### src/rtl/gpio_in_cond_irq.sv
`timescale 1ns / 1ps
`default_nettype none
// ============================================================================
// Module   : gpio_in_cond_irq
// Brief    : GPIO input conditioning and interrupt stage. Synchronises the raw
//            pad inputs and optionally debounces them, depending on
//            `GPIO_IN_DEBOUNCE_EN. Detects per-pin rising and falling edges
//            into a write-1-to-clear status register and drives one
//            registered level interrupt. Registers are reached through a
//            Wishbone slave window.
// Config   : define GPIO_IN_DEBOUNCE_EN to build the prescaler and debounce
//            logic; otherwise the conditioned inputs are the synchronised
//            inputs, registered once.
// Revision : 1.0 - initial release
// ============================================================================
module gpio_in_cond_irq #(
   parameter logic [31:0] DEFAULT_REG_VALUE = 32'hDEF_FAB_AC,
   parameter logic [15:0] DEB_DIV_RST       = 16'd1000,
   parameter int          DEB_SAMPLES       = 3
) (
   input  logic        WBs_CLK_i,
   input  logic        WBs_RST_n_i,
   input  logic [16:0] WBs_ADR_i,
   input  logic        WBs_CYC_i,
   input  logic        WBs_STB_i,
   input  logic        WBs_WE_i,
   input  logic [3:0]  WBs_BYTE_STB_i,
   input  logic [31:0] WBs_DAT_i,
   output logic [31:0] WBs_DAT_o,
   output logic        WBs_ACK_o,
   input  logic [31:0] GPIO_raw_i,
   output logic [31:0] GPIO_in_o,
   output logic        IRQ_o
);

   // Word offsets, decoded from byte address bits [9:2]
   localparam logic [7:0] ADR_IN       = 8'h00;
   localparam logic [7:0] ADR_INT_EN   = 8'h01;
   localparam logic [7:0] ADR_RISE_EN  = 8'h02;
   localparam logic [7:0] ADR_FALL_EN  = 8'h03;
   localparam logic [7:0] ADR_INT_STAT = 8'h04;
   localparam logic [7:0] ADR_DEB_DIV  = 8'h05;

   logic [7:0]  reg_sel;
   logic        unused_adr;
   logic        ack;
   logic        access;
   logic        wr;
   logic [31:0] lane_mask;
   logic [31:0] wr_bits;

   logic [31:0] int_en;
   logic [31:0] rise_en;
   logic [31:0] fall_en;
   logic [31:0] int_stat;
   logic [31:0] w1c;
   logic [31:0] rise;
   logic [31:0] fall;
   logic        irq;

   logic [31:0] sync_meta;
   logic [31:0] sync;
   logic [31:0] stable;
   logic [31:0] stable_nxt;
   logic [31:0] prev;
   logic [31:0] deb_div_rd;

   assign reg_sel    = WBs_ADR_i[9:2];
   assign unused_adr = &{1'b0, WBs_ADR_i[16:10], WBs_ADR_i[1:0]};

   // One wait state per access: a write commits on the same edge that raises ACK
   assign access    = WBs_CYC_i & WBs_STB_i & ~ack;
   assign wr        = access & WBs_WE_i;
   assign lane_mask = {{8{WBs_BYTE_STB_i[3]}}, {8{WBs_BYTE_STB_i[2]}},
                       {8{WBs_BYTE_STB_i[1]}}, {8{WBs_BYTE_STB_i[0]}}};
   assign wr_bits   = WBs_DAT_i & lane_mask;

   // Acknowledge register: high for exactly one cycle per access
   always_ff @(posedge WBs_CLK_i or negedge WBs_RST_n_i) begin
      if (!WBs_RST_n_i) ack <= 1'b0;
      else              ack <= access;
   end

   // Enable registers with byte-lane qualified writes
   always_ff @(posedge WBs_CLK_i or negedge WBs_RST_n_i) begin
      if (!WBs_RST_n_i) begin
         int_en  <= '0;
         rise_en <= '0;
         fall_en <= '0;
      end else if (wr) begin
         if (reg_sel == ADR_INT_EN)  int_en  <= (int_en  & ~lane_mask) | wr_bits;
         if (reg_sel == ADR_RISE_EN) rise_en <= (rise_en & ~lane_mask) | wr_bits;
         if (reg_sel == ADR_FALL_EN) fall_en <= (fall_en & ~lane_mask) | wr_bits;
      end
   end

   // Two-flop synchroniser on the asynchronous pad inputs
   always_ff @(posedge WBs_CLK_i or negedge WBs_RST_n_i) begin
      if (!WBs_RST_n_i) begin
         sync_meta <= '0;
         sync      <= '0;
      end else begin
         sync_meta <= GPIO_raw_i;
         sync      <= sync_meta;
      end
   end

`ifdef GPIO_IN_DEBOUNCE_EN
   logic [15:0] deb_div;
   logic [15:0] deb_cnt;
   logic        tick;
   logic        deb_div_wr;

   assign deb_div_wr = wr && (reg_sel == ADR_DEB_DIV);
   assign tick       = (deb_cnt == deb_div);
   assign deb_div_rd = {16'd0, deb_div};

   // Prescaler divider register; only the low 16 bits exist
   always_ff @(posedge WBs_CLK_i or negedge WBs_RST_n_i) begin
      if (!WBs_RST_n_i)    deb_div <= DEB_DIV_RST;
      else if (deb_div_wr) deb_div <= (deb_div & ~lane_mask[15:0]) | wr_bits[15:0];
   end

   // Prescaler counter: 0..deb_div, restarted by any divider write
   always_ff @(posedge WBs_CLK_i or negedge WBs_RST_n_i) begin
      if (!WBs_RST_n_i)    deb_cnt <= '0;
      else if (deb_div_wr) deb_cnt <= '0;
      else if (tick)       deb_cnt <= '0;
      else                 deb_cnt <= deb_cnt + 16'd1;
   end

   genvar gi;
   for (gi = 0; gi < 32; gi++) begin : g_deb
      logic [DEB_SAMPLES-1:0] hist;
      logic [DEB_SAMPLES-1:0] hist_nxt;

      assign hist_nxt = {hist[DEB_SAMPLES-2:0], sync[gi]};

      // Per-pin sample history, shifted once per prescaler tick
      always_ff @(posedge WBs_CLK_i or negedge WBs_RST_n_i) begin
         if (!WBs_RST_n_i) hist <= '0;
         else if (tick)    hist <= hist_nxt;
      end

      // A new level is accepted only once the whole history agrees on it
      assign stable_nxt[gi] = (tick && (&hist_nxt))  ? 1'b1 :
                              (tick && ~(|hist_nxt)) ? 1'b0 : stable[gi];
   end
`else
   logic [31:0] unused_cfg;

   assign unused_cfg = {DEB_DIV_RST, 16'(DEB_SAMPLES)};
   assign stable_nxt = sync;
   assign deb_div_rd = 32'd0;
`endif

   // Conditioned level and its one-cycle-delayed copy for edge detection
   always_ff @(posedge WBs_CLK_i or negedge WBs_RST_n_i) begin
      if (!WBs_RST_n_i) begin
         stable <= '0;
         prev   <= '0;
      end else begin
         stable <= stable_nxt;
         prev   <= stable;
      end
   end

   assign rise = stable & ~prev & rise_en;
   assign fall = ~stable & prev & fall_en;
   assign w1c  = (wr && (reg_sel == ADR_INT_STAT)) ? wr_bits : 32'd0;

   // Sticky status: a new event in the same cycle as its clear keeps the bit set
   always_ff @(posedge WBs_CLK_i or negedge WBs_RST_n_i) begin
      if (!WBs_RST_n_i) int_stat <= '0;
      else              int_stat <= (int_stat & ~w1c) | rise | fall;
   end

   // Registered level interrupt from the enabled status bits
   always_ff @(posedge WBs_CLK_i or negedge WBs_RST_n_i) begin
      if (!WBs_RST_n_i) irq <= 1'b0;
      else              irq <= |(int_stat & int_en);
   end

   // Combinational read mux on the decoded word offset
   always_comb begin
      WBs_DAT_o = DEFAULT_REG_VALUE;
      case (reg_sel)
         ADR_IN:       WBs_DAT_o = stable;
         ADR_INT_EN:   WBs_DAT_o = int_en;
         ADR_RISE_EN:  WBs_DAT_o = rise_en;
         ADR_FALL_EN:  WBs_DAT_o = fall_en;
         ADR_INT_STAT: WBs_DAT_o = int_stat;
         ADR_DEB_DIV:  WBs_DAT_o = deb_div_rd;
         default:      WBs_DAT_o = DEFAULT_REG_VALUE;
      endcase
   end

   assign WBs_ACK_o = ack;
   assign GPIO_in_o = stable;
   assign IRQ_o     = irq;

endmodule
`default_nettype wire

### config.mk
export PLATFORM = sky130hd
export DESIGN_NAME = gpio_in_cond_irq
export DESIGN_NICKNAME = d
export VERILOG_FILES = /design/src/rtl/gpio_in_cond_irq.sv
export SDC_FILE = /design/constraint.sdc
export NUM_CORES = 1
export LEC_CHECK = 0
export BUFFER_PORTS_ARGS = -buffer_cell sky130_fd_sc_hd__buf_2
export CAP_MARGIN = 20
export CORE_UTILIZATION = 40
export CTS_CLUSTER_DIAMETER = 100
export DETAILED_ROUTE_END_ITERATION = 10
export GPL_ROUTABILITY_DRIVEN = 0
export PLACE_DENSITY = 0.61
export REMOVE_ABC_BUFFERS = 1
export SLEW_MARGIN = 20
export SYNTH_ARGS = -nofsm -noshare
export SYNTH_HDL_FRONTEND = slang
export SYNTH_SLANG_ARGS = --single-unit
### constraint.sdc
create_clock -name WBs_CLK_i -period 3 [get_ports WBs_CLK_i]
set_input_delay 0.6 -clock WBs_CLK_i [delete_from_list [all_inputs] [get_ports WBs_CLK_i]]
set_output_delay 0.6 -clock WBs_CLK_i [all_outputs]
set_load 0.005 [all_outputs]
* Word level (Yosys, flattened, before mapping)
Cells that the tools add are included.
** Storage, ports and cells
- Flip-flop bits (word level) :: 258
- Output and inout bits :: 66
** Cells by class
- Multiplexer cells :: 2
- Equality and inequality tests :: 5
- Reduce and logical (&&, ||, !) cells :: 6
- Bitwise logic cells :: 23
** Operator list (count)
- bitwise AND 32 bit :: 10
- one-hot mux 32 bit (6 select lines) :: 1
- OR 32 bit :: 5
- NOT 32 bit :: 4
- two-way mux 32 bit :: 1
- OR reduction 32 bit :: 1
- equality test 8 x 2 -> 1 bit (second input constant) :: 2
- equality test 8 x 3 -> 1 bit (second input constant) :: 2
- equality test 8 x 1 -> 1 bit (second input constant) :: 1
- logical NOT 8 bit :: 1
- AND reduction 2 bit :: 3
- bitwise AND 1 bit :: 3
- logical AND 1 bit :: 1
- NOT 1 bit :: 1

* Logic depth before layout (Yosys ltp)
Gate-level depths: netlist of the first run.
- Word-level depth :: 9
- Gate-level depth with buffers :: 6
- Depth with buffers taken out :: 3

* Worst setup path after synthesis of the first run
Ideal clock, no wire load.
- Path kind :: in2out
- Start :: input port WBs_ADR_i[7]
- End :: output port WBs_DAT_o[11]
- Data required time :: 2.400 ns
- Path buffers :: 2
- Cell stages on the path :: 5
- Setup slack :: 0.273 ns
- Arrival time :: 2.127 ns
- Path through :: or4_1 -> buf_2 -> nor4b_2 -> clkbuf_1 -> a221o_1
** On the way
- Word-level cells in the longest chain between the ends :: 2
** RTL lines
- start: declaration :: line 23 : input logic [16:0] WBs_ADR_i,
- equality test 8 x 3 -> 1 bit, or another cell as far along :: line 187 : case (reg_sel)
- one-hot mux 32 bit (6 select lines) * :: line 187
- end: declaration :: line 29 : output logic [31:0] WBs_DAT_o,
Every way passes the cells marked *; elsewhere a longest branch is shown, timed or not.

* Worst setup path in the final report of the first run
- Start :: input port WBs_ADR_i[7]
- End :: output port WBs_DAT_o[20]
The elaborated chain is that of the path after synthesis.

==> results of run 1 <==
[power by group through the flow]
stage	registers (W)	clock network, W	logic (W)
3_3_place_gp	0.00370	0	0.000430
5_1_grt	0.00366	0.00372	0.000470
3_5_place_dp	0.00371	0	0.000435
4_1_cts	0.00365	0.00358	0.000438
6_report	0.00365	0.00348	0.000434
2_1_floorplan	0.00369	0	0.000112
[layout by cell type (no fill, tap or decap), types with 3 or more instances in the layout]
cell type	Yosys	routed
dfrtp_1	258	258
buf_2	8	144
mux2_4	64	64
mux2_2	55	55
o211ai_1	55	55
buf_4	4	44
nand2_1	37	37
nand4b_1	33	33
nand3b_1	32	32
o41ai_1	32	32
mux2i_1	31	31
a221o_1	30	30
clkbuf_16	0	29
a22oi_1	16	16
clkinv_2	0	10
and3_1	9	9
or4_1	10	9
buf_12	0	9
nand3_1	8	8
o21ai_0	8	8
clkbuf_8	0	7
nand4_1	4	4
nor4_4	4	4
or4bb_1	3	3
clkbuf_1	33	3
[kinds of logic (layout without fill, tap and decap cells)]
kind of cell	Yosys count	count (layout)	synth area share, %
flip-flops	258	258	59.3
multiplexers	151	151	17.6
AND/OR/NAND/NOR	150	150	9.78
AO/OA/AOI/OAI	144	144	10.8
buffers and inverters	59	253	2.61
other	0	1	0
[synth_stat cells, types with 2 or more instances]
master,instances
nand3b_1,32
nand2_1,37
buf_1,8
or4_1,10
a22oi_1,16
and3_1,9
dfrtp_1,258
nand3_1,8
a221o_1,30
buf_2,8
mux2i_1,31
or4bb_1,3
nor4_4,4
nand4b_1,33
mux2_2,55
buf_6,5
o211ai_1,55
o41ai_1,32
mux2_4,64
buf_4,4
o21ai_0,8
nand4_1,4
nor4b_1,2
clkbuf_1,33
[cell type report]
type	instances	share of cell area [%]
inverters	1	0.0282
diodes	1	0.0188
clock inverters	12	0.829
well taps	341	3.21
clock buffers	39	6.27
repair buffers	201	9.62
multi-input cells	445	31.4
flip-flops and latches	258	48.6
[path summary, 6_finish.rpt]
kind	end	slack, ns
max	WBs_DAT_o[20]	0.13
min	sync_meta[18]$_DFF_PN0_	0.16
max reg2reg	flop	0.81
min reg2reg	GPIO_in_o[19]$_DFF_PN0_	0.34
max in group asynchronous	sync_meta[4]$_DFF_PN0_	1.57
min in group asynchronous	prev[16]$_DFF_PN0_	0.57
[stage by stage]
stage | cells | hold WS, ns
3_3_place_gp | 1245 | 0.331
6_report | 1298 | 0.162
2_1_floorplan | 704 | 0.304
3_5_place_dp | 1245 | 0.335
5_1_grt | 1297 | 0.142
4_1_cts | 1297 | 0.136
[what timing repair did]
item,CTS,global route
gates resized for setup,0,3
endpoints found under the setup margin,3,23
hold endpoints to repair,44,0
pin swaps,0,1
buffers inserted,0,0
hold buffers,1,0
[per-layer routing]
metal  up-vias  routed length, um  global-route usage (%)
met4         2                590                    5.72
met1      3802              13100                    30.1
li1       3301                  -                       -
met3        47               2150                    4.94
met5         -                 11                       0
met2       300              13200                    32.2
[worst max-delay path: stages]
cell and delay, ns:
buf_2 0.10, or4_4 0.57, nor4b_4 0.42, buf_4 0.23, a221o_1 0.21, buf_2 0.14
==> results_dict.tcl, run 1 <==
set metrics [dict create \
    worstMarginPinSlew_ns 0.897 \
    tns_ns 0 \
    antenna_found_initial 2 \
    die_w_um 167 \
    fin_crit_ns 2.87 \
    synth-seq-cells 258 \
    grt_overflow 0 \
    route.detailed.drc 0 \
    hold_path.startpoint "GPIO_raw_i[18]" \
    critPathCaptureType "output pin" \
    r2r_cells 5 \
    multiInputGateArea_sq_um 4180 \
    seqCellArea_sq_um 6460 \
    synth_async_sr_flop_share_pct 100 \
    drt_iter0_drc 598 \
    power_w 0.00756 \
    arrival_ns 2.27 \
    switching_share_pct 22.7 \
    p_sw_w 0.00171 \
    top_level_ports 156 \
    synth-edff-count 0 \
    fmax_mhz 348 \
    numCtsBuffers 28 \
    path_clk_slew_ns 0.06 \
    antenna_left 0 \
    clock_skew_ns 0.0131 \
    power.internal_w 0.00584 \
    whs_path_depth 1 \
    area_growth_pct 22.0 \
    port_buffers 146 \
    dp_hpwl_um 18900 \
    hp-class "in2reg" \
    vias 7452 \
    status "finished, final reports clean" \
    clkSinkCount 258 \
    final-hold-violation-count 0 \
    maxSlewHeadroom_pct 40.2 \
    synth.top_cell.area_share_pct 59.3 \
    peakVddDrop_mv 0.559 \
    syn_avg_cell_area_sq_um 14.3 \
    finalMaxSlewViolations 0 \
    rsz0062_at_grt "false" \
    crit_required_ns 2.40 \
    cts_tree "built" \
    synthCells 762 \
    vias_per_cell 5.74 \
    synth.distinct_cells 37 \
    start_kind "primary input" \
    drive_above_1_share_pct 39.5 \
    timing.final.crit_share_pct 95.8 \
    dr.pass1.iters 6 \
    dpl-instance-area_sq_um 12300 \
    setup_viol 0 \
    p_seq_share_pct 48.3 \
    grt_pass1_vias 7723 \
    grt_max_degree 98 \
    p_clk_share_pct 46.0 \
    ys_seq_area_share_pct 59.3 \
    power.density_nw_per_um2 569 \
    start_util_pct 40.7 \
    synth.area.top_cells "dfrtp_1 59%, mux2_4 8.8%, mux2_2 5.7%" \
    fin_area_sq_um 13300 \
    die_height_um 167 \
    netlist_area_sq_um 10900 \
    utilization_pct 49.6 \
    r2r-start "WBs_ACK_o$_DFF_PN0_" \
    p_leak_nw 6.04 \
    path_class "in2out" \
    cts_buffer_depth 3 \
    rows 60 \
    setup_ws_ns 0.125 \
    grt_first_pass_wirelength_um 45600 \
    yosysTopAreaCell "dfrtp_1" \
    die_area_sq_um 27900 \
    htreeDepth 1 \
    core_sq_um 26800 \
    layout.nets 1025 \
    wl_per_cell_um 22.4 \
    crit_fanout 5 \
    wl_um 29100 \
    gr-usage-all-layers_pct 21.1 \
    clockRootBuffer "clkbuf_16" \
    yosysWarnings 0 \
    synth-main-ff-cell "dfrtp_1" \
    dp_worst_setup_slack_ns -0.0141 \
    setup.worst_path.start "WBs_ADR_i[7]" \
    comb_power_share_pct 5.7 \
    drv_cap 0 \
    fill_cells 2313 \
    insertion_delay_ns 0.54 \
]
Note: power is estimated with default switching activity, not from simulation.
==> run 2, diff against run 1 <==
--- a/config.mk
+++ b/config.mk
@@ -5,6 +5,7 @@
 export SDC_FILE = /design/constraint.sdc
 export NUM_CORES = 1
 export LEC_CHECK = 0
+export ABC_AREA = 1
 export BUFFER_PORTS_ARGS = -buffer_cell sky130_fd_sc_hd__buf_2
 export CAP_MARGIN = 20
 export CORE_UTILIZATION = 40
==> results_dict.tcl, run 2 <==
set metrics [dict create \
    path_class "in2out" \
    dr.pass1.iters 5 \
    synth.most_common_cell "nand2_1" \
    fill_cells 2652 \
    rows 60 \
    fin_crit_ns 2.75 \
    port_buffers 146 \
    critical-path-top-delay-family "buffers and inverters" \
    power.density_nw_per_um2 561 \
    setup.worst_path.start "WBs_ADR_i[9]" \
    die_height_um 169 \
    grt_first_pass_wirelength_um 48600 \
    wl_um 30200 \
    start_kind "primary input" \
    core_sq_um 27300 \
    syn_avg_cell_area_sq_um 8.31 \
    critPathCaptureType "output pin" \
    ys_seq_area_share_pct 57.6 \
    dp_hpwl_um 19300 \
    insertion_delay_ns 0.56 \
    path_clk_slew_ns 0.06 \
    die_area_sq_um 28700 \
    wl_per_cell_um 16.0 \
    final_cell_mix "505 x nand2_1, 258 x dfrtp_1, 145 x buf_2, 141 x inv_1, 109 x nand3_1" \
    critPathBufInv 6 \
    utilization_pct 49.0 \
    synth_async_sr_flop_share_pct 100 \
    setup_ws_ns 0.252 \
    layout.nets 1586 \
    area_growth_pct 19.2 \
    clock_skew_ns 0.0152 \
    drv_cap 0 \
    rsz0062_at_grt "false" \
    status "finished, final reports clean" \
    yosys-top-cells-count "505 x nand2_1, 258 x dfrtp_1, 141 x inv_1, 109 x nand3_1, 100 x nor2_1" \
    synth-seq-cells 258 \
    synthCells 1350 \
    critPathMostFrequentCell "nand2_1" \
    grt_pass1_vias 8975 \
    worstMarginPinSlew_ns 0.664 \
    vias_per_cell 4.97 \
    synth.distinct_cells 21 \
    dp_worst_setup_slack_ns 0.264 \
    grt_overflow 0 \
    drive_above_1_share_pct 15.9 \
    arrival_ns 2.15 \
    r2r-start "WBs_ACK_o$_DFF_PN0_" \
    worstPathCellList "buf_2 -> nor2_1 -> nand2_2 -> inv_2 -> nand2_1 -> buf_4 -> inv_1 -> nand2_1 -> nand2_1 -> inv_1 -> nand2_1 -> buf_2" \
    synth-edff-count 0 \
    antenna_left 0 \
    start_util_pct 41.1 \
    antenna_found_initial 2 \
    timing.final.crit_share_pct 91.6 \
    htreeDepth 1 \
    cp_slowest_cell "buf_4" \
    hold_path.startpoint "GPIO_raw_i[18]" \
    synth-main-ff-cell "dfrtp_1" \
    drt_iter0_drc 678 \
    clkSinkCount 258 \
    setup_viol 0 \
    cts_tree "built" \
    ctsResizeCount 0 \
    synth.top_cell.area_share_pct 57.6 \
    netlist_area_sq_um 11200 \
    cts_buffer_depth 3 \
    yosysWarnings 0 \
    crit_required_ns 2.40 \
    die_w_um 169 \
    max_stage_delay_ns 0.43 \
    vias 9383 \
    yosysTopAreaCell "dfrtp_1" \
    maxSlewHeadroom_pct 55.7 \
    mostFrequentLayoutCell "nand2_1" \
    final-hold-violation-count 0 \
    p_leak_nw 7.22 \
    finalMaxSlewViolations 0 \
    synth.area.top_cells "dfrtp_1 58%, nand2_1 17%, nand4_1 5.5%" \
    top_level_ports 156 \
    cts_setup_buffers 0 \
    clockRootBuffer "clkbuf_16" \
    hold_buffers 1 \
    reg2reg_slack_ns 1.06 \
    crit_fanout 30 \
    hp-class "in2reg" \
    grt_max_degree 63 \
    route.detailed.drc 0 \
    numCtsBuffers 29 \
    peakVddDrop_mv 0.452 \
    fmax_mhz 364 \
    gr-usage-all-layers_pct 21.7 \
]
## run 2: cell count changes in the layout (fill, tap and decap cells not counted), sizes merged, moves of 31 or more
| cell | change |
|---|---|
| inv | +148 |
| a31oi | +32 |
| nand4 | +95 |
| mux2 | -119 |
| o41ai | -32 |
| nand3b | -32 |
| nor2 | +104 |
| nand3 | +106 |
| nand4b | -33 |
| o211ai | -53 |
| nand2 | +471 |
| mux2i | -31 |
## run 2: layout make-up
type	instances	area [sq um]	share of cell area, %
flip-flops and latches	258	6460	48.3
multi-input cells	881	3870	29.0
repair buffers	178	1070	8.01
clock buffers	41	831	6.22
inverters	148	556	4.16
well taps	372	465	3.48
clock inverters	8	108	0.805
diodes	3	7.51	0.0562
## run 2: per-stage QoR
stage	total power, W	TNS, ns	cells	hold WS [ns]	instance area, sq um
detailed placement	0.00407	0	1836	0.335	12400
floorplan	0.00378	-13.34	1287	0.304	10900
finish	0.00751	0	1889	0.137	13400
global route	0.00776	0	1886	0.115	13400
global placement	0.00406	0	1836	0.331	12400
CTS	0.00759	0	1886	0.114	13400
## run 2: logic make-up (layout without fill, tap and decap cells)
logic type / count (synthesis) / after routing / synth area share, %
AND/OR/NAND/NOR: 836 / 836 / 32.1
flip-flops: 258 / 258 / 57.6
buffers and inverters: 211 / 375 / 7.93
AO/OA/AOI/OAI: 45 / 45 / 2.41
other: 0 / 3 / 0
## run 2: worst reg2reg max path, delay by kind of cell, from the launching register on
family                 cells  cell delay, ns
flip-flops                 1            0.37
AND/OR/NAND/NOR            5            0.82
buffers and inverters      4            0.64
## run 2: layer usage
metal | up-vias | part of all wire (%) | GRT usage, %
met1 | 4471 | 44 | 29.2
met2 | 254 | 48 | 36.3
met3 | 48 | 6.3 | 3.61
met5 | - | 0 | 0
met4 | 0 | 2.1 | 5.56
li1 | 4610 | - | -
## run 2: path summary, 6_finish.rpt
| check | to | depth (start not counted) |
|---|---|---|
| max | WBs_DAT_o[6] | 12 |
| min | sync_meta[18]$_DFF_PN0_ | 1 |
| max reg2reg | flop | 9 |
| min reg2reg | GPIO_in_o[30]$_DFF_PN0_ | 0 |
| max in group asynchronous | asynchronous set/reset pin | 3 |
| min in group asynchronous | stable_nxt[20]$_DFF_PN0_ | 2 |
## run 2: power by group
group,internal [W],total (W),switching [W]
clock,0.00209,0.00350,0.00142
combinational,0.000109,0.000357,0.000247
sequential,0.00358,0.00365,0.0000631
total,0.00578,0.00751,0.00173
